==> config.mk <==
export PLATFORM = sky130hd
export DESIGN_NAME = xsleena_sdr_arbiter
export DESIGN_NICKNAME = d
export VERILOG_FILES = /design/src/rtl/xsleena_pkg.sv /design/src/rtl/xsleena_arb_prio.sv /design/src/rtl/xsleena_sdr_arbiter.sv
export SDC_FILE = /design/constraint.sdc
export NUM_CORES = 1
export LEC_CHECK = 0
export CORE_ASPECT_RATIO = 0.5
export CORE_MARGIN = 2
export CORE_UTILIZATION = 41
export CTS_CLUSTER_DIAMETER = 30
export DETAILED_ROUTE_END_ITERATION = 7
export PLACE_DENSITY = 0.78
export SKIP_LAST_GASP = 1
export SLEW_MARGIN = 20
export SYNTH_ARGS = -nofsm -noshare
export SYNTH_HDL_FRONTEND = slang
export SYNTH_SLANG_ARGS = --single-unit
==> constraint.sdc <==
create_clock -name CLK -period 2 [get_ports CLK]
set_input_delay 0.3 -clock CLK [delete_from_list [all_inputs] [get_ports CLK]]
set_output_delay 0.3 -clock CLK [all_outputs]
set_load 0.05 [all_outputs]
==> src/rtl/xsleena_pkg.sv <==
// Shared definitions for the XSleena SDRAM read arbiter.
//   client_t     : client index (OBJ=0, BG1=1, BG2=2, MCPU=3, SCPU=4)
//   arb_state_t  : arbiter FSM states
//   SDR_AW/SDR_DW: SDRAM word address / data widths
//   starve_next  : next value of a CPU starvation counter
package xsleena_pkg;

   localparam int SDR_AW = 25;
   localparam int SDR_DW = 16;
   localparam int NCLI   = 5;

   typedef enum logic [2:0] {
      OBJ  = 3'd0,
      BG1  = 3'd1,
      BG2  = 3'd2,
      MCPU = 3'd3,
      SCPU = 3'd4
   } client_t;

   typedef enum logic [1:0] {
      IDLE,
      ISSUE,
      WAIT,
      DONE
   } arb_state_t;

   // Counter clears when the CPU is granted or stops requesting, counts up
   // (saturating) while it is eligible and kept waiting, and holds while
   // a held request sits in cooldown.
   function automatic logic [7:0] starve_next(input logic [7:0] cnt,
                                              input logic       req,
                                              input logic       elig,
                                              input logic       granted);
      if (!req || granted)
         return '0;
      else if (elig && (cnt != 8'hFF))
         return cnt + 8'd1;
      else
         return cnt;
   endfunction

endpackage

==> src/rtl/xsleena_arb_prio.sv <==
// Combinational winner selection for the SDRAM read arbiter.
//   eligible  in  [NCLI-1:0] per-client eligibility, indexed by client_t
//   starved   in  [1:0]      bit0 = MCPU starved, bit1 = SCPU starved
//   win       out client_t   winning client (OBJ when nothing is eligible)
//   win_valid out 1          at least one client is eligible
module xsleena_arb_prio
   import xsleena_pkg::*;
(
   input  logic [NCLI-1:0] eligible,
   input  logic [1:0]      starved,
   output client_t         win,
   output logic            win_valid
);

   always_comb begin
      win       = OBJ;
      win_valid = |eligible;
      // Starved CPUs jump ahead of the fixed video-first order.
      if (starved[0] && eligible[MCPU])
         win = MCPU;
      else if (starved[1] && eligible[SCPU])
         win = SCPU;
      else if (eligible[OBJ])
         win = OBJ;
      else if (eligible[BG1])
         win = BG1;
      else if (eligible[BG2])
         win = BG2;
      else if (eligible[MCPU])
         win = MCPU;
      else if (eligible[SCPU])
         win = SCPU;
   end

endmodule

==> src/rtl/xsleena_sdr_arbiter.sv <==
// Five-client SDRAM read arbiter (OBJ, BG1, BG2, main CPU, sub CPU) feeding
// the single read port of the SDRAM controller, one access outstanding.
//   CLK, RSTn              clock, synchronous active-low reset
//   <client>_addr/_req     client word address and level request
//   <client>_dout/_rdy     read data (held) and one-cycle ready pulse
//   sdram_addr/_rd         command address and read strobe (held until ack)
//   sdram_ack              controller accepted the command
//   sdram_valid/_dout      one-cycle read data return
module xsleena_sdr_arbiter
   import xsleena_pkg::*;
#(
   parameter logic [7:0] STARVE_LIMIT = 8'd48
) (
   input  logic              CLK,
   input  logic              RSTn,
   input  logic [SDR_AW-1:0] mcpu_addr,
   input  logic [SDR_AW-1:0] scpu_addr,
   input  logic [SDR_AW-1:0] obj_addr,
   input  logic [SDR_AW-1:0] bg1_addr,
   input  logic [SDR_AW-1:0] bg2_addr,
   input  logic              mcpu_req,
   input  logic              scpu_req,
   input  logic              obj_req,
   input  logic              bg1_req,
   input  logic              bg2_req,
   output logic [SDR_DW-1:0] mcpu_dout,
   output logic [SDR_DW-1:0] scpu_dout,
   output logic [SDR_DW-1:0] obj_dout,
   output logic [SDR_DW-1:0] bg1_dout,
   output logic [SDR_DW-1:0] bg2_dout,
   output logic              mcpu_rdy,
   output logic              scpu_rdy,
   output logic              obj_rdy,
   output logic              bg1_rdy,
   output logic              bg2_rdy,
   output logic [SDR_AW-1:0] sdram_addr,
   output logic              sdram_rd,
   input  logic              sdram_ack,
   input  logic              sdram_valid,
   input  logic [SDR_DW-1:0] sdram_dout
);

   arb_state_t                   state;
   client_t                      gnt;
   client_t                      win;
   logic                         win_valid;
   logic                         grant_now;
   logic [NCLI-1:0]              req;
   logic [NCLI-1:0]              cool;
   logic [NCLI-1:0]              elig;
   logic [NCLI-1:0]              gnt_oh;
   logic [NCLI-1:0]              rdy_r;
   logic [NCLI-1:0][SDR_AW-1:0]  addr_v;
   logic [NCLI-1:0][SDR_DW-1:0]  dout_r;
   logic [7:0]                   mcpu_cnt;
   logic [7:0]                   scpu_cnt;
   logic [1:0]                   starved;

   assign req     = {scpu_req, mcpu_req, bg2_req, bg1_req, obj_req};
   assign addr_v  = {scpu_addr, mcpu_addr, bg2_addr, bg1_addr, obj_addr};
   assign elig    = req & ~cool;
   assign starved = {scpu_cnt >= STARVE_LIMIT, mcpu_cnt >= STARVE_LIMIT};
   assign gnt_oh  = 5'b00001 << gnt;
   assign grant_now = (state == IDLE) && win_valid;

   xsleena_arb_prio u_prio (
      .eligible  (elig),
      .starved   (starved),
      .win       (win),
      .win_valid (win_valid)
   );

   always_ff @(posedge CLK) begin
      if (!RSTn) begin
         state      <= IDLE;
         gnt        <= OBJ;
         sdram_rd   <= 1'b0;
         sdram_addr <= '0;
         rdy_r      <= '0;
         dout_r     <= '0;
         cool       <= '0;
         mcpu_cnt   <= '0;
         scpu_cnt   <= '0;
      end else begin
         rdy_r    <= '0;
         // Setting in DONE wins over clearing, so a client that dropped req
         // mid-access still gets its cooldown and clears it a cycle later.
         cool     <= (cool & req) | ((state == DONE) ? gnt_oh : '0);
         mcpu_cnt <= starve_next(mcpu_cnt, mcpu_req, elig[MCPU],
                                 grant_now && (win == MCPU));
         scpu_cnt <= starve_next(scpu_cnt, scpu_req, elig[SCPU],
                                 grant_now && (win == SCPU));
         case (state)
            IDLE: begin
               if (win_valid) begin
                  gnt        <= win;
                  sdram_addr <= addr_v[win];
                  sdram_rd   <= 1'b1;
                  state      <= ISSUE;
               end
            end
            ISSUE: begin
               if (sdram_ack) begin
                  sdram_rd <= 1'b0;
                  if (sdram_valid) begin
                     dout_r[gnt] <= sdram_dout;
                     state       <= DONE;
                  end else begin
                     state <= WAIT;
                  end
               end
            end
            WAIT: begin
               if (sdram_valid) begin
                  dout_r[gnt] <= sdram_dout;
                  state       <= DONE;
               end
            end
            DONE: begin
               rdy_r <= gnt_oh;
               state <= IDLE;
            end
            default: state <= IDLE;
         endcase
      end
   end

   assign obj_dout  = dout_r[OBJ];
   assign bg1_dout  = dout_r[BG1];
   assign bg2_dout  = dout_r[BG2];
   assign mcpu_dout = dout_r[MCPU];
   assign scpu_dout = dout_r[SCPU];
   assign obj_rdy   = rdy_r[OBJ];
   assign bg1_rdy   = rdy_r[BG1];
   assign bg2_rdy   = rdy_r[BG2];
   assign mcpu_rdy  = rdy_r[MCPU];
   assign scpu_rdy  = rdy_r[SCPU];

endmodule

==> flow_summary.ini, run 1 <==
[placement]
dp_cells = 1320
dp_slack_ns = -0.411
dp_hpwl_mm = 17.7
routabilityCongestion = 0.838
placed_cell_area_mm2 = 0.0106
numPortBuffers = 260

[synthesis]
async_flop_share = 0
synthDominantCellAreaShare = 0.383
syn_area_mm2 = 0.00716
synth_nets = 975
synth_xor_area_frac = 0.0159
synth_ff_type = dfxtp_1
ys_top_cells_by_area = dfxtp_1 (38%), mux2i_1 (11%), o21ai_0 (5.4%)
synth_mux_area_frac = 0.115
synth_top_family_by_area = compound AO/OA/AOI/OAI gates
synth_cell_type_count = 50
synth_top_cell_by_area = dfxtp_1
synth_enable_flop_cells = 0
ys_warn_count = 0
syn_inst = 817
synthAdderAreaFrac = 0.0140
ys_seq_area_frac = 0.383
synth-compound-area-share = 0.273
yosys.area_share.simple = 0.132
syn_area_per_cell_um2 = 8.76
synth-seq-cells = 137

[power]
switchingPower_mw = 4.04
p_sw_frac = 0.388
power_mw = 10.4
power_density_mw_per_mm2 = 926
ir_drop_mv = 0.638
power_leakage_nw = 4.31
p_int_mw = 6.36
p_clk_frac = 0.291
p_comb_frac = 0.389
seqPwrFrac = 0.320

[cells_and_area]
final_cell_mix = clkdlybuf4s50_1 (259), dfxtp_1 (136), mux2i_1 (80), o21ai_0 (77), nor2_1 (71)
final_area_mm2 = 0.0112
final_common_cell = clkdlybuf4s50_1
layoutNonFillerInstCount = 1355
final_util = 0.652
area.sequential_mm2 = 0.00274
n_fill_cell = 1384
fin_nets = 1266
multi_input_area_mm2 = 0.00400
drive_above_1_share = 0.136
area_delta_synth_final_pct = 56.9
insertedDiodeCount = 0

[timing]
slew_headroom = 0.628
timing.hold.ws_ns = 0.311
fmax_mhz = 518
finClkSkew_ns = 0.0170
fin_crit_sh = 0.965
setup_ws_ns = 0.0698
setup_viol = 0
worstMarginPinSlew_ns = 0.557
hold_viol = 0
period_minus_slack_ns = 1.93
slew_violations = 0
rsz0062_at_grt = yes
fin_setup_tns_ns = 0

[critical_path]
r2r_end = mcpu_dout[6]
critPathBufInv = 2
rrSetupSlack_ns = 0.07
crit_chain = inv_1, ha_1, mux2_1, and3_1, nand2b_4, clkbuf_16, mux2i_1, nor2b_1
cpPeakStageDelay_ns = 0.37
r2r-start = state[0]
worstPathRequired_ns = 2.29
crit_family = multiplexers
critical_path.slowest_cell = dfxtp_1
crit_type = reg2reg
startpoint_type = register
cp_data_arrival_time_ns = 2.22
reg2reg_depth = 8
critical_path.max_fanout = 8
cp-end-kind = register

[hold_path]
holdPathStages = 2
worstHoldStart = RSTn
hold_path.class = in2reg
hold_path_end = gnt[0]

[floorplanning]
die_height_um = 97.4
fp.dieW_um = 191
core_mm2 = 0.0172
io_pins = 261
rows = 34
start_util = 0.416
die-area_mm2 = 0.0186

[global_routing]
grt_use_total = 0.259
grt_max_degree = 51
grt_pass1_vias = 7405
grt_pass1_wl_mm = 38.4
antenna_found_initial = 0
grt_remaining_overflow = 0

[routing]
ant_nets = 0
drc = 0
wire_per_inst_um = 18.3
wirelength_mm = 24.7
via_per_inst = 5.58
drtPass1Iterations = 5
vias = 7556
drt_iter0_drc = 518

[cts]
htreeDepth = 4
clock-sinks = 137
clockBufferDepth = 2
path_clk_slew_ns = 0.06
numCtsBuffers = 17
clock-root-buffer = clkbuf_16
cts_tree = done
insertion_delay_ns = 0.42
ctsHoldBuffers = 0

[job]
cap_violations = 0

[status]
run_status = complete, no violations
## cell families (layout without fill, tap and decap cells)
kind of cell	after synthesis	count (layout)
AO/OA/AOI/OAI	285	285
AND/OR/NAND/NOR	182	182
flip-flops	137	137
buffers and inverters	110	414
multiplexers	82	82
XOR/XNOR	13	13
adder cells (fa/ha/maj)	8	8
## layout make-up
class | instances | area share
inverters | 36 | 0.0120
multi-input cells | 570 | 0.356
clock buffers | 18 | 0.0391
well taps | 234 | 0.0261
repair buffers | 346 | 0.311
flip-flops and latches | 137 | 0.244
clock inverters | 14 | 0.0115
## timing repair
action,in CTS,in global routing
resized for setup,1,13
pin swaps,0,1
endpoints found under the hold margin,0,0
gates cloned,0,2
endpoints found under the setup margin,2,71
setup buffers,0,1
## registers in the layout, summed over array words and instances (netlist names)
| signal | cells |
|---|---|
| bg1_dout | 16 |
| bg2_dout | 16 |
| cool | 5 |
| gnt | 3 |
| mcpu_cnt | 8 |
| mcpu_dout | 16 |
| obj_dout | 16 |
| rdy_r | 5 |
| scpu_cnt | 8 |
| scpu_dout | 16 |
| sdram_addr | 25 |
| sdram_rd | 1 |
| state | 2 |
## cell usage after synthesis (2+ instances only)
cell and instances:
dfxtp_1 137, mux2i_1 81, a211oi_1 2, clkbuf_1 43, a21o_1 2, ha_1 8, nand2_1 11, a31oi_1 27
xor2_1 10, buf_1 2, a311o_1 25, and3_1 7, o211ai_1 50, buf_2 16, o21ai_2 2, o211a_1 2
a21oi_1 55, nor2_2 3, nand2b_1 10, o31ai_1 26, a211oi_2 2, nor2_1 72, nor3_1 3, nor2b_1 35
nor4_1 26, a31o_2 5, xnor2_1 3, o21ai_0 77, nand4_1 8, buf_4 12, inv_1 35, nand3b_1 2
## worst reg2reg max path: stages (launching register included)
cell	delay [ns]
dfxtp_1	0.37
inv_1	0.10
ha_1	0.21
mux2_1	0.31
and3_1	0.27
nand2b_4	0.13
clkbuf_16	0.18
mux2i_1	0.20
nor2b_1	0.06
## power by group through the flow
stage | registers, mW | logic, mW | clock network [mW]
after floorplan | 4.43 | 1.28 | 0
after global placement | 3.37 | 3.87 | 0
after detailed placement | 3.37 | 3.94 | 0
after CTS | 3.32 | 3.97 | 3.07
after global routing | 3.36 | 4.28 | 3.20
final | 3.32 | 4.05 | 3.02
## metal layers
metal  vias to the layer above  wire (um)  GRT usage
met5                         -          0          0
li1                       3601          -          -
met2                       357      11800      0.424
met1                      3556      10800      0.338
met4                         0        558     0.0948
met3                        42       1590     0.0506
## worst max path at each step
stage / startpoint / end / slack (ns) / depth (start not counted)
2_1_floorplan: state[1] / bg1_dout[10] / 0.02 / 8
3_3_place_gp: bg2_req / sdram_addr[14] / -0.34 / 8
3_5_place_dp: bg2_req / state[0] / -0.41 / 7
4_1_cts: state[1] / mcpu_dout[3] / -0.00007 / 8
5_1_grt: bg2_req / state[0] / -0.02 / 7
6_report: state[0] / mcpu_dout[6] / 0.07 / 8
No activity file was read; power rests on OpenSTA's default activity.
==> inputs of run 2 (changes only) <==
- TNS_END_PERCENT: not set -> 20
==> flow_summary.ini, run 2 (synthesis results as in run 1) <==
[critical_path]
critical_path.max_fanout = 9
cp-end-kind = register
crit_type = in2reg
startpoint_type = input port
r2r-start = state[0]
cp_data_arrival_time_ns = 2.29
worstPathRequired_ns = 2.34
rrSetupSlack_ns = 0.06
reg2reg_depth = 8
r2r_end = bg1_dout[11]

[hold_path]
holdPathStages = 2
hold_path_end = gnt[0]
hold_path.class = in2reg
worstHoldStart = RSTn

[cells_and_area]
top_register = sdram_addr
n_fill_cell = 1388
final_cell_mix = clkdlybuf4s50_1 (259), dfxtp_1 (136), mux2i_1 (80), o21ai_0 (77), nor2_1 (71)
fin_nets = 1266
final_common_cell = clkdlybuf4s50_1
area_delta_synth_final_pct = 56.7
largest_reg_flops = 25
insertedDiodeCount = 0
drive_above_1_share = 0.136
layoutNonFillerInstCount = 1355

[routing]
drt_iter0_drc = 540
ant_nets = 0
wirelength_mm = 24.6
via_per_inst = 5.57
drtPass1Iterations = 4
wire_per_inst_um = 18.2
drc = 0
vias = 7547

[cts]
clockBufferDepth = 2
cts_tree = done
clock-sinks = 137
insertion_delay_ns = 0.42
path_clk_slew_ns = 0.07
numCtsBuffers = 17
htreeDepth = 4
ctsHoldBuffers = 0
clock-root-buffer = clkbuf_16

[floorplanning]
core_mm2 = 0.0172
io_pins = 261
die-area_mm2 = 0.0186
rows = 34
fp.dieW_um = 191
start_util = 0.416
die_height_um = 97.4

[placement]
dp_hpwl_mm = 17.7
routabilityCongestion = 0.838
dp_slack_ns = -0.411
numPortBuffers = 260
dp_cells = 1320

[power]
power_density_mw_per_mm2 = 926
power_leakage_nw = 4.30
ir_drop_mv = 0.639

[timing]
fmax_mhz = 512
hold_viol = 0
setup_viol = 0
slew_violations = 0
rsz0062_at_grt = yes
slew_headroom = 0.632
period_minus_slack_ns = 1.95
fin_crit_sh = 0.976
setup_ws_ns = 0.0474
finClkSkew_ns = 0.0167
worstMarginPinSlew_ns = 0.550

[global_routing]
antenna_found_initial = 0
grt_pass1_wl_mm = 38.4
grt_use_total = 0.259
grt_remaining_overflow = 0
grt_pass1_vias = 7405
grt_max_degree = 51

[job]
cap_violations = 0

[status]
run_status = complete, no violations
[run 2: cell types whose count changed in the layout (fill, tap and decap cells not counted)]
cell     before  now
nand2_4       1    0
buf_6         4    2
and3_2        1    0
buf_4        64   66
nand2_2       0    1
and3_1        6    7
[run 2: worst max path at each step]
stage                           start        endpoint  slack, ns  cells past startpoint
final                        mcpu_req   sdram_addr[3]       0.05                      7
after global routing      scpu_cnt[5]   sdram_addr[3]      -0.04                      7
after CTS                    state[1]    mcpu_dout[3]   -0.00007                      8
after detailed placement      bg2_req        state[0]      -0.41                      7
after global placement        bg2_req  sdram_addr[14]      -0.34                      8
after floorplan              state[1]    bg1_dout[10]       0.02                      8
[run 2: where the power goes]
group          switching, mW  internal (mW)  total, mW
Clock                   1.34           1.68       3.02
Combinational           2.45           1.59       4.04
Sequential             0.234           3.09       3.32
[run 2: layout make-up]
type                       instances  area, um2  share of cell area
sequential                       137       2740               0.245
tap                              234        293              0.0261
clock buffer                      18        439              0.0392
multi-input combinational        570       3990               0.356
clock inverter                    14        129              0.0115
timing repair buffer             346       3490               0.311
inverter                          36        135              0.0120
[run 2: timing repair]
item,4_1_cts,5_1_grt
setup buffers,0,1
endpoints found under the setup margin,2,71
pin swaps,0,1
gates cloned,0,2
gates resized for setup,1,9
[run 2: metrics by stage]
stage                     power (mW)  cell area [um2]  setup TNS [ns]   util  hold WS (ns)
after floorplan                 5.71             7160               0      -         0.444
after global placement          7.24            10600          -12.79  0.613         0.472
after detailed placement        7.31            10600          -14.40  0.613         0.486
after CTS                       10.4            11100      -0.0000708  0.646         0.299
after global routing            10.8            11200          -0.461  0.651         0.323
final                           10.4            11200               0  0.651         0.312
[run 2: worst max-delay path: stages]
cell and delay (ns):
clkdlybuf4s50_1 0.49, and2b_4 0.23, o41ai_4 0.40, and3_1 0.37, buf_4 0.24, a21oi_1 0.09
a31oi_1 0.18
[run 2: metal layers]
layer	wire, um	share of wire	global-route usage	vias to the layer above
met1	10800	0.44	0.338	3560
met4	541	0.022	0.0948	0
li1	-	-	-	3599
met5	0	0	0	-
met3	1590	0.065	0.0506	43
met2	11700	0.48	0.424	345
